`src/rtl/lsu_mem_port.sv`:
```
// lsu_mem_port: load/store unit between the memory stage and a variable-latency
// data memory. It accepts one access per handshake and drives a registered
// word-aligned strobe with a byte mask and lane-shifted store data. Load data
// is sign- or zero-extended. Misaligned and illegal accesses trap without a
// memory strobe. An optional watchdog traps a memory that never responds.
//
// Ports:
//   i_clk, i_rst_n              clock, async active-low reset
//   i_req_* / o_req_ready       request handshake (ready only while idle)
//   o_rsp_* / i_rsp_ready       response, held until taken
//   o_mem_* / i_mem_*           data-memory strobe, address, mask and read data
module lsu_mem_port #(
  parameter int unsigned TIMEOUT_CYCLES = 0,
  parameter int unsigned ADDR_W         = 32
) (
  input  logic              i_clk,
  input  logic              i_rst_n,
  input  logic              i_req_valid,
  output logic              o_req_ready,
  input  logic              i_req_wen,
  input  logic [ADDR_W-1:0] i_req_addr,
  input  logic [31:0]       i_req_wdata,
  input  logic [1:0]        i_req_size,
  input  logic              i_req_unsigned,
  output logic              o_rsp_valid,
  input  logic              i_rsp_ready,
  output logic [31:0]       o_rsp_rdata,
  output logic              o_rsp_trap,
  output logic [1:0]        o_rsp_cause,
  output logic [ADDR_W-1:0] o_mem_addr,
  output logic              o_mem_ren,
  output logic              o_mem_wen,
  output logic [31:0]       o_mem_wdata,
  output logic [3:0]        o_mem_mask,
  input  logic              i_mem_ready,
  input  logic              i_mem_rvalid,
  input  logic [31:0]       i_mem_rdata
);

  localparam int unsigned CNT_W   = (TIMEOUT_CYCLES > 0) ? $clog2(TIMEOUT_CYCLES + 1) : 1;
  localparam int unsigned WD_LAST = (TIMEOUT_CYCLES > 0) ? TIMEOUT_CYCLES - 1 : 0;
  localparam bit          WD_EN   = (TIMEOUT_CYCLES > 0);

  localparam logic [1:0] CAUSE_NONE = 2'b00;
  localparam logic [1:0] CAUSE_MIS  = 2'b01;
  localparam logic [1:0] CAUSE_TMO  = 2'b10;
  localparam logic [1:0] CAUSE_ILL  = 2'b11;

  typedef enum logic [1:0] {S_IDLE, S_ISSUE, S_WAIT, S_RESP} state_e;

  state_e            state_q, state_d;
  logic              req_ready_q, req_ready_d;
  logic              wen_q, wen_d;
  logic [1:0]        size_q, size_d;
  logic              uns_q, uns_d;
  logic [1:0]        off_q, off_d;
  logic              mem_ren_q, mem_ren_d;
  logic              mem_wen_q, mem_wen_d;
  logic [ADDR_W-1:0] mem_addr_q, mem_addr_d;
  logic [31:0]       mem_wdata_q, mem_wdata_d;
  logic [3:0]        mem_mask_q, mem_mask_d;
  logic              rsp_valid_q, rsp_valid_d;
  logic              rsp_trap_q, rsp_trap_d;
  logic [1:0]        rsp_cause_q, rsp_cause_d;
  logic [31:0]       rsp_rdata_q, rsp_rdata_d;
  logic [CNT_W-1:0]  wd_cnt_q, wd_cnt_d;

  logic              accept_c;
  logic [1:0]        off_in_c;
  logic              misaligned_c;
  logic              wd_hit_c;
  logic [31:0]       ld_shift_c;
  logic [31:0]       ld_data_c;

  assign accept_c     = i_req_valid & req_ready_q;
  assign off_in_c     = i_req_addr[1:0];
  assign misaligned_c = ((i_req_size == 2'b01) && off_in_c[0]) ||
                        ((i_req_size == 2'b10) && (off_in_c != 2'b00));
  // Fires in the last allowed ISSUE/WAIT cycle; completion in that cycle still wins.
  assign wd_hit_c     = WD_EN && (wd_cnt_q == CNT_W'(WD_LAST));

  // Align the addressed lane to bit 0, then extend to 32 bits.
  assign ld_shift_c = i_mem_rdata >> {off_q, 3'b000};
  always_comb begin
    ld_data_c = ld_shift_c;
    case (size_q)
      2'b00:   ld_data_c = uns_q ? {24'h0, ld_shift_c[7:0]}
                                 : {{24{ld_shift_c[7]}}, ld_shift_c[7:0]};
      2'b01:   ld_data_c = uns_q ? {16'h0, ld_shift_c[15:0]}
                                 : {{16{ld_shift_c[15]}}, ld_shift_c[15:0]};
      default: ld_data_c = ld_shift_c;
    endcase
  end

  // Next-state and registered-output logic.
  always_comb begin
    state_d     = state_q;
    req_ready_d = req_ready_q;
    wen_d       = wen_q;
    size_d      = size_q;
    uns_d       = uns_q;
    off_d       = off_q;
    mem_ren_d   = mem_ren_q;
    mem_wen_d   = mem_wen_q;
    mem_addr_d  = mem_addr_q;
    mem_wdata_d = mem_wdata_q;
    mem_mask_d  = mem_mask_q;
    rsp_valid_d = rsp_valid_q;
    rsp_trap_d  = rsp_trap_q;
    rsp_cause_d = rsp_cause_q;
    rsp_rdata_d = rsp_rdata_q;
    wd_cnt_d    = wd_cnt_q;

    case (state_q)
      S_IDLE: begin
        if (accept_c) begin
          wen_d       = i_req_wen;
          size_d      = i_req_size;
          uns_d       = i_req_unsigned;
          off_d       = off_in_c;
          wd_cnt_d    = '0;
          req_ready_d = 1'b0;
          if (i_req_size == 2'b11 || misaligned_c) begin
            state_d     = S_RESP;
            rsp_valid_d = 1'b1;
            rsp_trap_d  = 1'b1;
            rsp_cause_d = (i_req_size == 2'b11) ? CAUSE_ILL : CAUSE_MIS;
            rsp_rdata_d = '0;
          end else begin
            state_d     = S_ISSUE;
            mem_ren_d   = ~i_req_wen;
            mem_wen_d   = i_req_wen;
            mem_addr_d  = {i_req_addr[ADDR_W-1:2], 2'b00};
            mem_wdata_d = i_req_wdata << {off_in_c, 3'b000};
            case (i_req_size)
              2'b00:   mem_mask_d = 4'b0001 << off_in_c;
              2'b01:   mem_mask_d = 4'b0011 << off_in_c;
              default: mem_mask_d = 4'b1111;
            endcase
          end
        end
      end
      S_ISSUE: begin
        wd_cnt_d = wd_cnt_q + CNT_W'(1);
        if (i_mem_ready) begin
          mem_ren_d = 1'b0;
          mem_wen_d = 1'b0;
          if (wen_q) begin
            state_d     = S_RESP;
            rsp_valid_d = 1'b1;
            rsp_trap_d  = 1'b0;
            rsp_cause_d = CAUSE_NONE;
            rsp_rdata_d = '0;
          end else begin
            state_d = S_WAIT;
          end
        end else if (wd_hit_c) begin
          mem_ren_d   = 1'b0;
          mem_wen_d   = 1'b0;
          state_d     = S_RESP;
          rsp_valid_d = 1'b1;
          rsp_trap_d  = 1'b1;
          rsp_cause_d = CAUSE_TMO;
          rsp_rdata_d = '0;
        end
      end
      S_WAIT: begin
        wd_cnt_d = wd_cnt_q + CNT_W'(1);
        if (i_mem_rvalid) begin
          state_d     = S_RESP;
          rsp_valid_d = 1'b1;
          rsp_trap_d  = 1'b0;
          rsp_cause_d = CAUSE_NONE;
          rsp_rdata_d = ld_data_c;
        end else if (wd_hit_c) begin
          state_d     = S_RESP;
          rsp_valid_d = 1'b1;
          rsp_trap_d  = 1'b1;
          rsp_cause_d = CAUSE_TMO;
          rsp_rdata_d = '0;
        end
      end
      S_RESP: begin
        if (i_rsp_ready) begin
          state_d     = S_IDLE;
          req_ready_d = 1'b1;
          rsp_valid_d = 1'b0;
          rsp_trap_d  = 1'b0;
          rsp_cause_d = CAUSE_NONE;
          rsp_rdata_d = '0;
        end
      end
      default: state_d = S_IDLE;
    endcase
  end

  // State register; reset abandons any access and drops strobes at once.
  always_ff @(posedge i_clk or negedge i_rst_n) begin
    if (!i_rst_n) begin
      state_q     <= S_IDLE;
      req_ready_q <= 1'b1;
      wen_q       <= 1'b0;
      size_q      <= 2'b00;
      uns_q       <= 1'b0;
      off_q       <= 2'b00;
      mem_ren_q   <= 1'b0;
      mem_wen_q   <= 1'b0;
      mem_addr_q  <= '0;
      mem_wdata_q <= '0;
      mem_mask_q  <= '0;
      rsp_valid_q <= 1'b0;
      rsp_trap_q  <= 1'b0;
      rsp_cause_q <= CAUSE_NONE;
      rsp_rdata_q <= '0;
      wd_cnt_q    <= '0;
    end else begin
      state_q     <= state_d;
      req_ready_q <= req_ready_d;
      wen_q       <= wen_d;
      size_q      <= size_d;
      uns_q       <= uns_d;
      off_q       <= off_d;
      mem_ren_q   <= mem_ren_d;
      mem_wen_q   <= mem_wen_d;
      mem_addr_q  <= mem_addr_d;
      mem_wdata_q <= mem_wdata_d;
      mem_mask_q  <= mem_mask_d;
      rsp_valid_q <= rsp_valid_d;
      rsp_trap_q  <= rsp_trap_d;
      rsp_cause_q <= rsp_cause_d;
      rsp_rdata_q <= rsp_rdata_d;
      wd_cnt_q    <= wd_cnt_d;
    end
  end

  assign o_req_ready = req_ready_q;
  assign o_rsp_valid = rsp_valid_q;
  assign o_rsp_rdata = rsp_rdata_q;
  assign o_rsp_trap  = rsp_trap_q;
  assign o_rsp_cause = rsp_cause_q;
  assign o_mem_addr  = mem_addr_q;
  assign o_mem_ren   = mem_ren_q;
  assign o_mem_wen   = mem_wen_q;
  assign o_mem_wdata = mem_wdata_q;
  assign o_mem_mask  = mem_mask_q;

endmodule

```
`config.mk`:
```
export PLATFORM = sky130hd
export DESIGN_NAME = lsu_mem_port
export DESIGN_NICKNAME = d
export VERILOG_FILES = /design/src/rtl/lsu_mem_port.sv
export SDC_FILE = /design/constraint.sdc
export NUM_CORES = 1
export LEC_CHECK = 0
export BUFFER_PORTS_ARGS = -buffer_cell sky130_fd_sc_hd__buf_4
export CAP_MARGIN = 30
export CORE_ASPECT_RATIO = 0.9
export CORE_MARGIN = 4
export CORE_UTILIZATION = 54
export CTS_CLUSTER_DIAMETER = 100
export CTS_CLUSTER_SIZE = 10
export DETAILED_ROUTE_END_ITERATION = 8
export PLACE_DENSITY = 0.87
export SLEW_MARGIN = 20
export SYNTH_ARGS = -nofsm -noshare
export SYNTH_HDL_FRONTEND = slang
export SYNTH_SLANG_ARGS = --single-unit
```
`constraint.sdc`:
```
create_clock -name i_clk -period 3.3 [get_ports i_clk]
set_input_delay 0.33 -clock i_clk [delete_from_list [all_inputs] [get_ports i_clk]]
set_output_delay 0.33 -clock i_clk [all_outputs]
set_load 0.01 [all_outputs]
```
==> impl_metrics.env <==
export IMPL_r2r_slack_ns=0.57
export IMPL_vias=4833
export IMPL_vdd_ir_drop_worst_mv=0.635
export IMPL_worstMarginPinSlew_ns=0.758
export IMPL_setup_viol=0
export IMPL_max_freq_mhz=367
export IMPL_initial_utilization=0.554
export IMPL_finish_utilization=0.744
export IMPL_crit_type="reg -> reg"
export IMPL_cts_buffers=9
export IMPL_antenna_cells=0
export IMPL_fp_dieH_um=105
export IMPL_die_width_um=116
export IMPL_drv_cap=0
export IMPL_via_per_inst=5.68
export IMPL_ys_warnings_count=0
export IMPL_antenna_found_initial=0
export IMPL_post_cts_resized=0
export IMPL_synth_edf_count=0
export IMPL_min_path_type="in -> async"
export IMPL_wl_per_cell_um=18.5
export IMPL_place_ws_ns=0.662
export IMPL_dr_pass1_iters=4
export IMPL_synthTopCellsByArea="dfrtp_1, mux2_2, mux2i_1"
export IMPL_crit_path_max_incr_delay_ns=0.56
export IMPL_core_um2=10200
export IMPL_avgSynthCellArea_um2=10.7
export IMPL_fin_tns_setup_ns=0
export IMPL_synth_main_ff_cell="dfrtp_1"
export IMPL_ant_nets=0
export IMPL_hold_violations=0
export IMPL_outcome="complete, no violations"
export IMPL_final_min_clock_period_ns=2.73
export IMPL_path_cells="inv_1, ha_1, nor2b_1, a222oi_1, nand2_2, mux2_2"
export IMPL_worstPathArrival_ns=2.96
export IMPL_place_congestion=0.889
export IMPL_final_common_cell="buf_4"
export IMPL_syn_area_um2=5680
export IMPL_pin_count=213
export IMPL_drv_slew=0
export IMPL_holdBufCountCts=0
export IMPL_grt_pass1_vias=4768
export IMPL_drcViolationCount=0
export IMPL_cp_slowest_cell="nand2_2"
export IMPL_critPathTopFamily="simple AND/OR/NAND/NOR gates"
export IMPL_fin_ws_ns=0.572
export IMPL_overflow=0
export IMPL_reg2reg_depth=6
export IMPL_critPathLaunchType="flop"
export IMPL_maxSlewHeadroom=0.493
export IMPL_grt_pass1_wl_um=24900
export IMPL_crit_path_end_kind="flop"
export IMPL_yosysUniqueCellTypes=34
export IMPL_nets=828
export IMPL_finClkSkew_ns=0.00502
export IMPL_synth_top_cell_area_share=0.489
export IMPL_cts_setup_buffers=0
export IMPL_place_inst=834
export IMPL_min_period_over_period=0.827
export IMPL_yosysSeqAreaShare=0.494
export IMPL_track_usage=0.256
export IMPL_clk_pin_slew_ns=0.08
export IMPL_leakage_nw=3.77
export IMPL_critical_path_buf_inv_count=1
export IMPL_required_ns=3.53
export IMPL_reg2reg_from="state_q[0]"
export IMPL_cts_tree="done"
export IMPL_netlist_instances=531
export IMPL_cellPowerDensity_nw_per_um2=865
export IMPL_drive_above_1_share=0.414
export IMPL_insertion_delay_ns=0.34
export IMPL_reg2reg_to="o_rsp_cause[1]"
export IMPL_synth_top_area_cell="dfrtp_1"
export IMPL_n_fill_cell=716
export IMPL_stdcell_count=851
export IMPL_rsz0062_at_grt="no"
export IMPL_mostFrequentLayoutCells="buf_4, dfrtp_1, mux2_2"
export IMPL_drt_wl_total_um=15800
export IMPL_cts_htree_levels=3
export IMPL_cts_buffer_depth=2
export IMPL_rows=35
export IMPL_die_area_um2=12200
export IMPL_ys_ff_latch=112
export IMPL_dp_hpwl_um=11800
export IMPL_async_reset_ff_frac=1.00
export IMPL_cts_sinks=112
export IMPL_drtIter0Drc=329
export IMPL_syn_to_final_growth_pct=34.3
export IMPL_portBuffers=210
export IMPL_cp_max_fo=35
export IMPL_grt_max_degree=78
export IMPL_clockRootBuffer="clkbuf_16"
kinds of logic after synthesis:
group           Yosys count  share of synthesized area
compound gates          138                      0.164
fa+ha+maj                 5                     0.0110
buf+inv                  68                     0.0509
flops                   112                      0.494
mux                      98                      0.187
other cells               1                   0.000660
simple gates            109                     0.0928
layer usage:
layer	vias to the layer above	GRT usage	wire [um]
met2	180	0.432	8080
li1	2274	-	-
met5	-	0	0
met4	0	0.0746	303
met1	2350	0.336	6470
met3	29	0.0488	929
synth_stat cells (2+ instances only):
master     count
mux2i_1       44
a21oi_1       34
nor2_1        17
nor4b_1        2
dfrtp_1      111
or2_2          2
o21ai_0       38
a211oi_1      11
nor3_1         2
o31ai_1        9
clkbuf_1      17
mux2_2        53
inv_1         22
o2bb2ai_1     34
nand4_1       17
nand2_1       47
buf_2         15
ha_1           5
nor2b_1       16
o211ai_1       7
nand3_1        3
buf_1         10
buf_4          4
worst max path at each step:
| stage | cells past startpoint | slack [ns] | end | from |
|---|---|---|---|---|
| global placement | 8 | 0.78 | o_rsp_cause[1] | state_q[0] |
| floorplan | 9 | 1.33 | o_rsp_rdata[16] | state_q[0] |
| detailed placement | 7 | 0.66 | o_rsp_cause[1] | state_q[1] |
| finish | 6 | 0.57 | o_rsp_cause[1] | state_q[0] |
| global route | 6 | 0.40 | o_rsp_cause[1] | state_q[0] |
| CTS | 6 | 0.63 | o_rsp_cause[0] | state_q[0] |
through the flow:
step / total power, mW / hold slack, ns / area [um^2]
final: 6.60 / 0.0584 / 7630
after global routing: 7.03 / 0.106 / 7630
after CTS: 6.62 / 0.0741 / 7610
after detailed placement: 5.49 / 0.450 / 7310
after global placement: 5.35 / 0.444 / 7310
after floorplan: 4.14 / 0.0344 / 5680
power breakdown:
part	internal (mW)	switching (mW)	leakage (nW)
clock	0.597	0.504	0.148
combinational	1.54	1.65	2.14
sequential	1.92	0.389	1.48
final cells by class:
class / instances / area [um^2] / share of cell area
Inverter: 22 / 82.6 / 0.0108
Timing Repair Buffer: 220 / 1670 / 0.219
Tap cell: 129 / 161 / 0.0212
Multi-Input combinational cell: 352 / 2610 / 0.342
Clock inverter: 7 / 76.3 / 0.0100
Clock buffer: 9 / 225 / 0.0295
Sequential cell: 112 / 2800 / 0.368
registers in the layout, indices dropped and copies added, names as in the netlist, 2 cells and up:
signal,count
state_q,2
size_q,2
o_mem_addr,30
off_q,2
o_mem_mask,4
o_rsp_cause,2
o_mem_wdata,32
o_rsp_rdata,32
No activity file was read; power rests on OpenSTA's default activity.
